$ cat config.mk
export PLATFORM = sky130hd
export DESIGN_NAME = rf_mp
export DESIGN_NICKNAME = d
export VERILOG_FILES = /design/src/rtl/rf_mp.sv
export SDC_FILE = /design/constraint.sdc
export NUM_CORES = 2
export LEC_CHECK = 0
export CORE_MARGIN = 2
export CORE_UTILIZATION = 30
export DETAILED_ROUTE_END_ITERATION = 8
export PLACE_DENSITY = 0.42
export REMOVE_ABC_BUFFERS = 1
export SKIP_LAST_GASP = 1
export SYNTH_ARGS = -nofsm -noshare
export SYNTH_HDL_FRONTEND = slang
export SYNTH_SLANG_ARGS = --single-unit
$ cat constraint.sdc
create_clock -name clk -period 5.3 [get_ports clk]
set_clock_uncertainty 0.05 [all_clocks]
set_input_delay 0.53 -clock clk [delete_from_list [all_inputs] [get_ports clk]]
set_output_delay 0.53 -clock clk [all_outputs]
set_load 0.05 [all_outputs]
$ cat src/rtl/rf_mp.sv
// rf_mp -- parameterised multi-port integer register file.
//
// Provides NUM_READ_PORTS combinational read ports, with optional same-cycle
// write-to-read bypass. It also provides NUM_WRITE_PORTS write ports. When
// several ports write one address, the highest-index port wins. A per-register
// busy scoreboard lets issue reserve a destination and writeback release it.
//
// Ports:
//   clk            clock; all state updates on the rising edge
//   arst_n         active-low reset, sampled on the rising edge of clk
//   wr_en_in       per-port write enable
//   wr_addr_in     write addresses, port k in slice k
//   wr_data_in     write data, port k in slice k
//   rs_addr_in     read addresses, port i in slice i
//   rs_data_out    read data, port i in slice i
//   rs_busy_out    busy bit of each addressed register
//   rsv_en_in      reserve a destination register this cycle
//   rsv_addr_in    register to mark busy
//   busy_vec_out   full scoreboard
//
// Handshake: none. Writes and reservations are single-cycle strobes with no
// backpressure. Reads are purely combinational and carry no valid/ready.
module rf_mp #(
   parameter int DATA_WIDTH      = 32,
   parameter int NUM_REGISTERS   = 32,
   parameter int NUM_READ_PORTS  = 2,
   parameter int NUM_WRITE_PORTS = 1,
   parameter int ZERO_REG        = 1,
   parameter int BYPASS          = 1,
   localparam int ADDR_WIDTH     = $clog2(NUM_REGISTERS)
) (
   input  logic                                  clk,
   input  logic                                  arst_n,
   input  logic [NUM_WRITE_PORTS-1:0]            wr_en_in,
   input  logic [NUM_WRITE_PORTS*ADDR_WIDTH-1:0] wr_addr_in,
   input  logic [NUM_WRITE_PORTS*DATA_WIDTH-1:0] wr_data_in,
   input  logic [NUM_READ_PORTS*ADDR_WIDTH-1:0]  rs_addr_in,
   output logic [NUM_READ_PORTS*DATA_WIDTH-1:0]  rs_data_out,
   output logic [NUM_READ_PORTS-1:0]             rs_busy_out,
   input  logic                                  rsv_en_in,
   input  logic [ADDR_WIDTH-1:0]                 rsv_addr_in,
   output logic [NUM_REGISTERS-1:0]              busy_vec_out
);

   logic [DATA_WIDTH-1:0]      regs [NUM_REGISTERS];
   logic [NUM_REGISTERS-1:0]   busy;
   logic [NUM_REGISTERS-1:0]   busy_nxt;
   logic [NUM_WRITE_PORTS-1:0] wr_ok;
   logic                       rsv_ok;

   // A write port is effective only if enabled and not aimed at the
   // hardwired zero register. Everything downstream uses this qualified view.
   always_comb begin
      wr_ok = '0;
      for (int k = 0; k < NUM_WRITE_PORTS; k++) begin
         wr_ok[k] = wr_en_in[k] &&
                    !((ZERO_REG != 0) && (wr_addr_in[k*ADDR_WIDTH +: ADDR_WIDTH] == '0));
      end
      rsv_ok = rsv_en_in && !((ZERO_REG != 0) && (rsv_addr_in == '0));
   end

   // Ascending port order means the last assignment, the highest-index port,
   // wins on an address collision.
   always_ff @(posedge clk) begin
      if (!arst_n) begin
         for (int r = 0; r < NUM_REGISTERS; r++) begin
            regs[r] <= '0;
         end
      end else begin
         for (int k = 0; k < NUM_WRITE_PORTS; k++) begin
            if (wr_ok[k]) begin
               regs[wr_addr_in[k*ADDR_WIDTH +: ADDR_WIDTH]] <= wr_data_in[k*DATA_WIDTH +: DATA_WIDTH];
            end
         end
      end
   end

   // Writeback releases are applied first and the reservation last. A
   // same-cycle reserve/write pair therefore leaves the register busy, because
   // the reservation belongs to the younger instruction.
   always_comb begin
      busy_nxt = busy;
      for (int k = 0; k < NUM_WRITE_PORTS; k++) begin
         if (wr_ok[k]) begin
            busy_nxt[wr_addr_in[k*ADDR_WIDTH +: ADDR_WIDTH]] = 1'b0;
         end
      end
      if (rsv_ok) begin
         busy_nxt[rsv_addr_in] = 1'b1;
      end
      if (ZERO_REG != 0) begin
         busy_nxt[0] = 1'b0;
      end
   end

   always_ff @(posedge clk) begin
      if (!arst_n) begin
         busy <= '0;
      end else begin
         busy <= busy_nxt;
      end
   end

   assign busy_vec_out = busy;

   // Read ports work as follows:
   //   1. Start from the stored value.
   //   2. Override it with any matching in-flight write, the highest port last.
   //      A register being written this cycle is reported not busy.
   //   3. Force the zero register to zero.
   //   4. Force all read outputs to zero while reset is held low.
   always_comb begin
      rs_data_out = '0;
      rs_busy_out = '0;
      for (int i = 0; i < NUM_READ_PORTS; i++) begin
         logic [ADDR_WIDTH-1:0] ra;
         logic [DATA_WIDTH-1:0] rd;
         logic                  rb;
         ra = rs_addr_in[i*ADDR_WIDTH +: ADDR_WIDTH];
         rd = regs[ra];
         rb = busy[ra];
         if (BYPASS != 0) begin
            for (int k = 0; k < NUM_WRITE_PORTS; k++) begin
               if (wr_ok[k] && (wr_addr_in[k*ADDR_WIDTH +: ADDR_WIDTH] == ra)) begin
                  rd = wr_data_in[k*DATA_WIDTH +: DATA_WIDTH];
                  rb = 1'b0;
               end
            end
         end
         if ((ZERO_REG != 0) && (ra == '0)) begin
            rd = '0;
            rb = 1'b0;
         end
         if (!arst_n) begin
            rd = '0;
            rb = 1'b0;
         end
         rs_data_out[i*DATA_WIDTH +: DATA_WIDTH] = rd;
         rs_busy_out[i] = rb;
      end
   end

endmodule

**Word level (Yosys, flattened, before mapping)**

Memories as Yosys holds them, arrays and structs flattened.
Cells that the tools add are included.

- Eq/ne operators: 2
- Muxes and demuxes: 29
- Bitwise operators: 3
- Reduce and logical (&&, ||, !) cells: 13
- Magnitude comparators: 6

Operator list:

| operator | number |
|---|---|
| $mux W32 | 9 |
| $and A32 B32 Y32 | 1 |
| $not A32 Y32 | 1 |
| $or A32 B32 Y32 | 1 |
| $reduce_or A32 Y1 | 1 |
| $lt A5 B6 Y1 const B | 4 |
| $logic_not A5 Y1 | 4 |
| $mux W1 | 15 |
| $bmux W1 S5 | 2 |
| $demux W1 S5 | 2 |
| $eq A5 B5 Y1 | 2 |
| $ge A5 B1 Y1 const B | 2 |
| $logic_and A1 B1 Y1 | 6 |
| $mux W5 | 1 |
| $logic_not A1 Y1 | 2 |

- Output and inout bits: 98
- RAM bits: 1024
- Bits of input ports: 56
- Memories: 1
- Register bits: 32
- Logic and storage cells: 56

Memories:

| name | words | bits a word | read ports | clocked after Yosys merged registers in | wr ports | RTL line | RTL |
|---|---|---|---|---|---|---|---|
| regs | 32 | 32 | 2 | 0 | 32 | 45 | `logic [DATA_WIDTH-1:0] regs [NUM_REGISTERS];` |

**Logic depth before layout (Yosys ltp)**

- Depth after elaboration: 9
- Depth in mapped cells: 9
- Mapped depth without buffers: 5

**Worst setup path before layout**

No wires, ideal clock.

- Kind: input to register
- From: input port wr_addr_in[4]
- To: memory regs[5][0], enable pin
- Path buffers: 1
- Data arrival time: 3886 ps
- Library setup time: 468 ps
- Slack: 896 ps
- Stages: 4
- Data required time: 4782 ps
- Cell sequence: clkbuf_1 -> or3b_2 -> or2_2 -> o21ai_0

RTL lines:

| element | RTL line | RTL |
|---|---|---|
| from (decl) | 35 | `input logic [NUM_WRITE_PORTS*ADDR_WIDTH-1:0] wr_addr_in,` |
| to (decl) | 45 |  |

**Final worst setup path**

- From: input port wr_addr_in[2]
- To: output port rs_data_out[11]

- Longest elaborated chain between the ends: 7
- Elaborated cells on any way between the ends: 8
- Those cells by class: 1 x eq/ne; 3 x mux; 4 x reduce/logical

Ends and longest elaborated chain:

| element | RTL line | RTL |
|---|---|---|
| $logic_not A5 Y1 | 57 | `!((ZERO_REG != 0) && (wr_addr_in[k*ADDR_WIDTH +: ADDR_WIDTH] == '0));` |
| $logic_not A1 Y1 | 57 |  |
| $logic_and A1 B1 Y1 | 56 | `wr_ok[k] = wr_en_in[k] &&` |
| $logic_and A1 B1 Y1 (*) | 124 | `if (wr_ok[k] && (wr_addr_in[k*ADDR_WIDTH +: ADDR_WIDTH] == ra)) begin` |
| $mux W32 (*) | 124 |  |
| $mux W32 (*) | 130 | `if ((ZERO_REG != 0) && (ra == '0)) begin` |
| $mux W32 (*) | 134 | `if (!arst_n) begin` |
| to (decl) | 38 | `output logic [NUM_READ_PORTS*DATA_WIDTH-1:0] rs_data_out,` |

Mark *: on every way between the ends. The rest lies on a longest branch, timed or not.

==> impl_metrics.env <==
export IMPL_tritoncts_num_buffers=121
export IMPL_yosys_mux_area_fraction_pct=23.5
export IMPL_timing_reg2reg_worst_path_depth=2
export IMPL_async_flop_share_pct=0
export IMPL_drtAntennaViolNets=0
export IMPL_internal_power_uw=15500
export IMPL_commonest_cells_after_routing_fill_and_taps_aside="edfxtp_1 (1024), and2_1 (1014), mux4_2 (529)"
export IMPL_chipHeight_um=439
export IMPL_setup_violating_endpoint_count_in_the_final_report=0
export IMPL_yosys_area_share_adder_pct=0
export IMPL_power_density_nw_per_um2=319
export IMPL_route_vias_total=35400
export IMPL_detail_route_vias_per_cell=5.50
export IMPL_number_of_global_route_vias_before_repair=36300
export IMPL_synth_edff_count=1024
export IMPL_seq_power_share_pct=46.4
export IMPL_ctsRootBufferMaster="clkbuf_16"
export IMPL_fp_row_count=159
export IMPL_multiInputGateArea_um2=24100
export IMPL_most_used_flip_flop_cell_after_synthesis="edfxtp_1"
export IMPL_portBuffers=152
export IMPL_grt_start_max_net_pins=74
export IMPL_cts_hold_buffers=0
export IMPL_finalWirelength_um=229000
export IMPL_grt_overflow_total=0
export IMPL_timing_hold_violations_final=0
export IMPL_p_comb_share_pct=14.9
export IMPL_fraction_of_the_cycle_the_final_worst_path_needs_pct=92.2
export IMPL_power_ir_vdd_worst_mv=0.255
export IMPL_post_synth_and_or_nand_nor_area_fraction_pct=12.7
export IMPL_place_detailed_hpwl_um=139000
export IMPL_yosys_warnings=0
export IMPL_detail_route_wl_per_cell_um=35.6
export IMPL_synth_area_per_cell_um2=15.2
export IMPL_finalNetCount=3893
export IMPL_worst_pin_slew_ps=1190
export IMPL_storage_element_area_um2=31400
export IMPL_critPathCapture="rs_data_out[11]"
export IMPL_globalRouteTotalUtil_pct=23.7
export IMPL_setup_tns_final_ps=0
export IMPL_placedInstanceArea_um2=62700
export IMPL_first_pass_grt_wire_length_um=315000
export IMPL_cp_launch_point="wr_addr_in[2]"
export IMPL_path_max_fanout=10
export IMPL_crit_reg2reg_capture="busy_vec_out[12]$_SDFF_PN0_"
export IMPL_yosys_area_share_xor_xnor_pct=0.154
export IMPL_clkSlewWorstSetupHoldPaths_ps=60
export IMPL_drive_gt1_share_pct=27.0
export IMPL_tritoncts="done"
export IMPL_number_of_antenna_violations_at_the_first_check_in_global_routing=19
export IMPL_switching_fraction_of_total_power_pct=26.9
export IMPL_finish_instance_area_um2=66500
export IMPL_yosysUniqueCellTypes=51
export IMPL_fp_dieArea_um2=193000
export IMPL_critical_path_class="in2out"
export IMPL_postSynthCellCount=3727
export IMPL_gpl_final_weighted_congestion=0.851
export IMPL_post_route_drc=6
export IMPL_setup_worst_path_end_class="output pin"
export IMPL_floorplan_initialDensity_pct=30.2
export IMPL_area_delta_synth_final_pct=17.2
export IMPL_synth_ff_latch_count=1055
export IMPL_share_of_the_synthesized_area_in_compound_gates_ao_oa_aoi_oai_pct=4.82
export IMPL_cts_post_setup_buffers_inserted=0
export IMPL_required_ps=4720
export IMPL_drt_first_pass_iters=7
export IMPL_rr_startpoint="busy_vec_out[12]$_SDFF_PN0_"
export IMPL_p_switching_uw=5700
export IMPL_cts_repair_resized=0
export IMPL_placeable_core_region_um2=188000
export IMPL_drt_iter0_drc=3769
export IMPL_fillCellCount=17900
export IMPL_clock_power_share_pct=38.7
export IMPL_status="complete, but fails checks"
export IMPL_critPathArrivalTime_ps=4310
export IMPL_io_pin_count=154
export IMPL_synth_yosys_seq_area_share_pct=55.3
export IMPL_unrepaired_setup_endpoints_after_global_routing="no"
export IMPL_max_slew_margin_pct=20.2
export IMPL_timing_fmax_mhz=205
export IMPL_final_common_cell="edfxtp_1"
export IMPL_cts_max_level=3
export IMPL_timing_final_max_slew_violations=0
export IMPL_die_width_um=439
export IMPL_syn_cell_area_um2=56700
export IMPL_numClockSinks=1055
export IMPL_timing_reg2reg_setup_slack_ps=4500
export IMPL_number_of_buffers_between_clock_root_and_the_deepest_sink=3
export IMPL_start_kind="input port"
export IMPL_worst_hold_path_type="in2reg"
export IMPL_violated_checks="design-rule violations"
export IMPL_drv_cap=0
export IMPL_synth_top_family_by_area="multiplexers"
export IMPL_p_leak_uw=0.0223
export IMPL_clkLatencyLatePin_ps=730
export IMPL_post_route_min_period_ps=4890
## worst max-delay path, stage by stage
cell and delay (ps):
clkdlybuf4s50_1 700, or3_1 550, o21ai_4 370, o311ai_4 270, buf_8 240, a211oi_1 930
a221o_1 420, buf_4 260
## power groups by stage
stage / registers (uW) / logic [uW] / clock network, uW
3_3_place_gp: 10000 / 3160 / 0
5_1_grt: 9890 / 3260 / 8700
3_5_place_dp: 10000 / 3160 / 0
6_report: 9840 / 3160 / 8210
2_1_floorplan: 9950 / 1440 / 0
4_1_cts: 9830 / 3170 / 8370
## flip-flops by register name, indices dropped and copies added, names as in the netlist
name          cells
busy_vec_out     31
regs           1024
## logic make-up after synthesis
group                     after synthesis
DFF                                  1055
xor gates and xnor gates               10
buffers and inverters                 442
AOI/OAI and AO/OA                     373
muxes                                 673
other                                   1
and+or+nand+nor                      1173
## cells in the mapped netlist, drive strengths merged, types with 2 or more instances
library cell	instances	area [um2]
nand3	12	60.1
or3	4	25.0
a22oi	15	113
a32o	13	130
a221o	50	500
a2bb2oi	2	17.5
dfxtp	31	621
mux2	2	22.5
nand4	3	18.8
nor2	38	143
a21oi	39	195
mux4	529	11900
nand2b	10	62.6
xnor2	10	87.6
or2	7	43.8
a221oi	59	517
clkbuf	280	1050
o22ai	34	213
o311ai	2	17.5
a211oi	67	503
or3b	2	17.5
nand2	19	71.3
nand3b	6	45.0
nor3	12	60.1
nor2b	43	269
and2	1014	6340
a211o	2	17.5
a2111oi	5	43.8
mux2i	142	1420
buf	124	791
inv	38	143
edfxtp	1024	30700
o21ai	78	402
## metal layers
layer | global-route usage (%) | share of wire, %
met1 | 31.8 | 42
met4 | 7.53 | 3.2
met2 | 39.5 | 49
met5 | 0 | 0.0057
met3 | 3.30 | 5.9
## worst min path at each step
stage	slack (ps)	from	cells after the start	end
after floorplan	650	busy_vec_out[6]$_SDFF_PN0_	2	busy_vec_out[6]$_SDFF_PN0_
after global placement	450	busy_vec_out[20]$_SDFF_PN0_	2	busy_vec_out[20]$_SDFF_PN0_
after global routing	340	arst_n	2	regs[0][6]$_SDFFCE_PN0P_
after CTS	300	arst_n	2	regs[0][6]$_SDFFCE_PN0P_
final	350	arst_n	2	regs[0][6]$_SDFFCE_PN0P_
after detailed placement	450	busy_vec_out[5]$_SDFF_PN0_	2	busy_vec_out[5]$_SDFF_PN0_
## per-stage QoR
step	total power [uW]	util, %	setup WS [ps]	std cells	hold slack [ps]
floorplan	11400	-	1080	3355	655
global placement	13200	33.4	178	6207	448
detailed placement	13200	33.4	539	6209	451
CTS	21400	35.4	532	6433	298
global route	21900	35.4	411	6434	344
finish	21200	35.4	414	6439	352
## area by class of cell
| cell class | count | area share (%) |
|---|---|---|
| clock inverters | 63 | 0.715 |
| well taps | 2495 | 4.70 |
| diodes | 6 | 0.0226 |
| repair buffers | 359 | 5.92 |
| multi-input cells | 2262 | 36.3 |
| flip-flops and latches | 1055 | 47.2 |
| inverters | 38 | 0.216 |
| clock buffers | 161 | 4.92 |
Note: power is estimated with default switching activity, not from simulation.
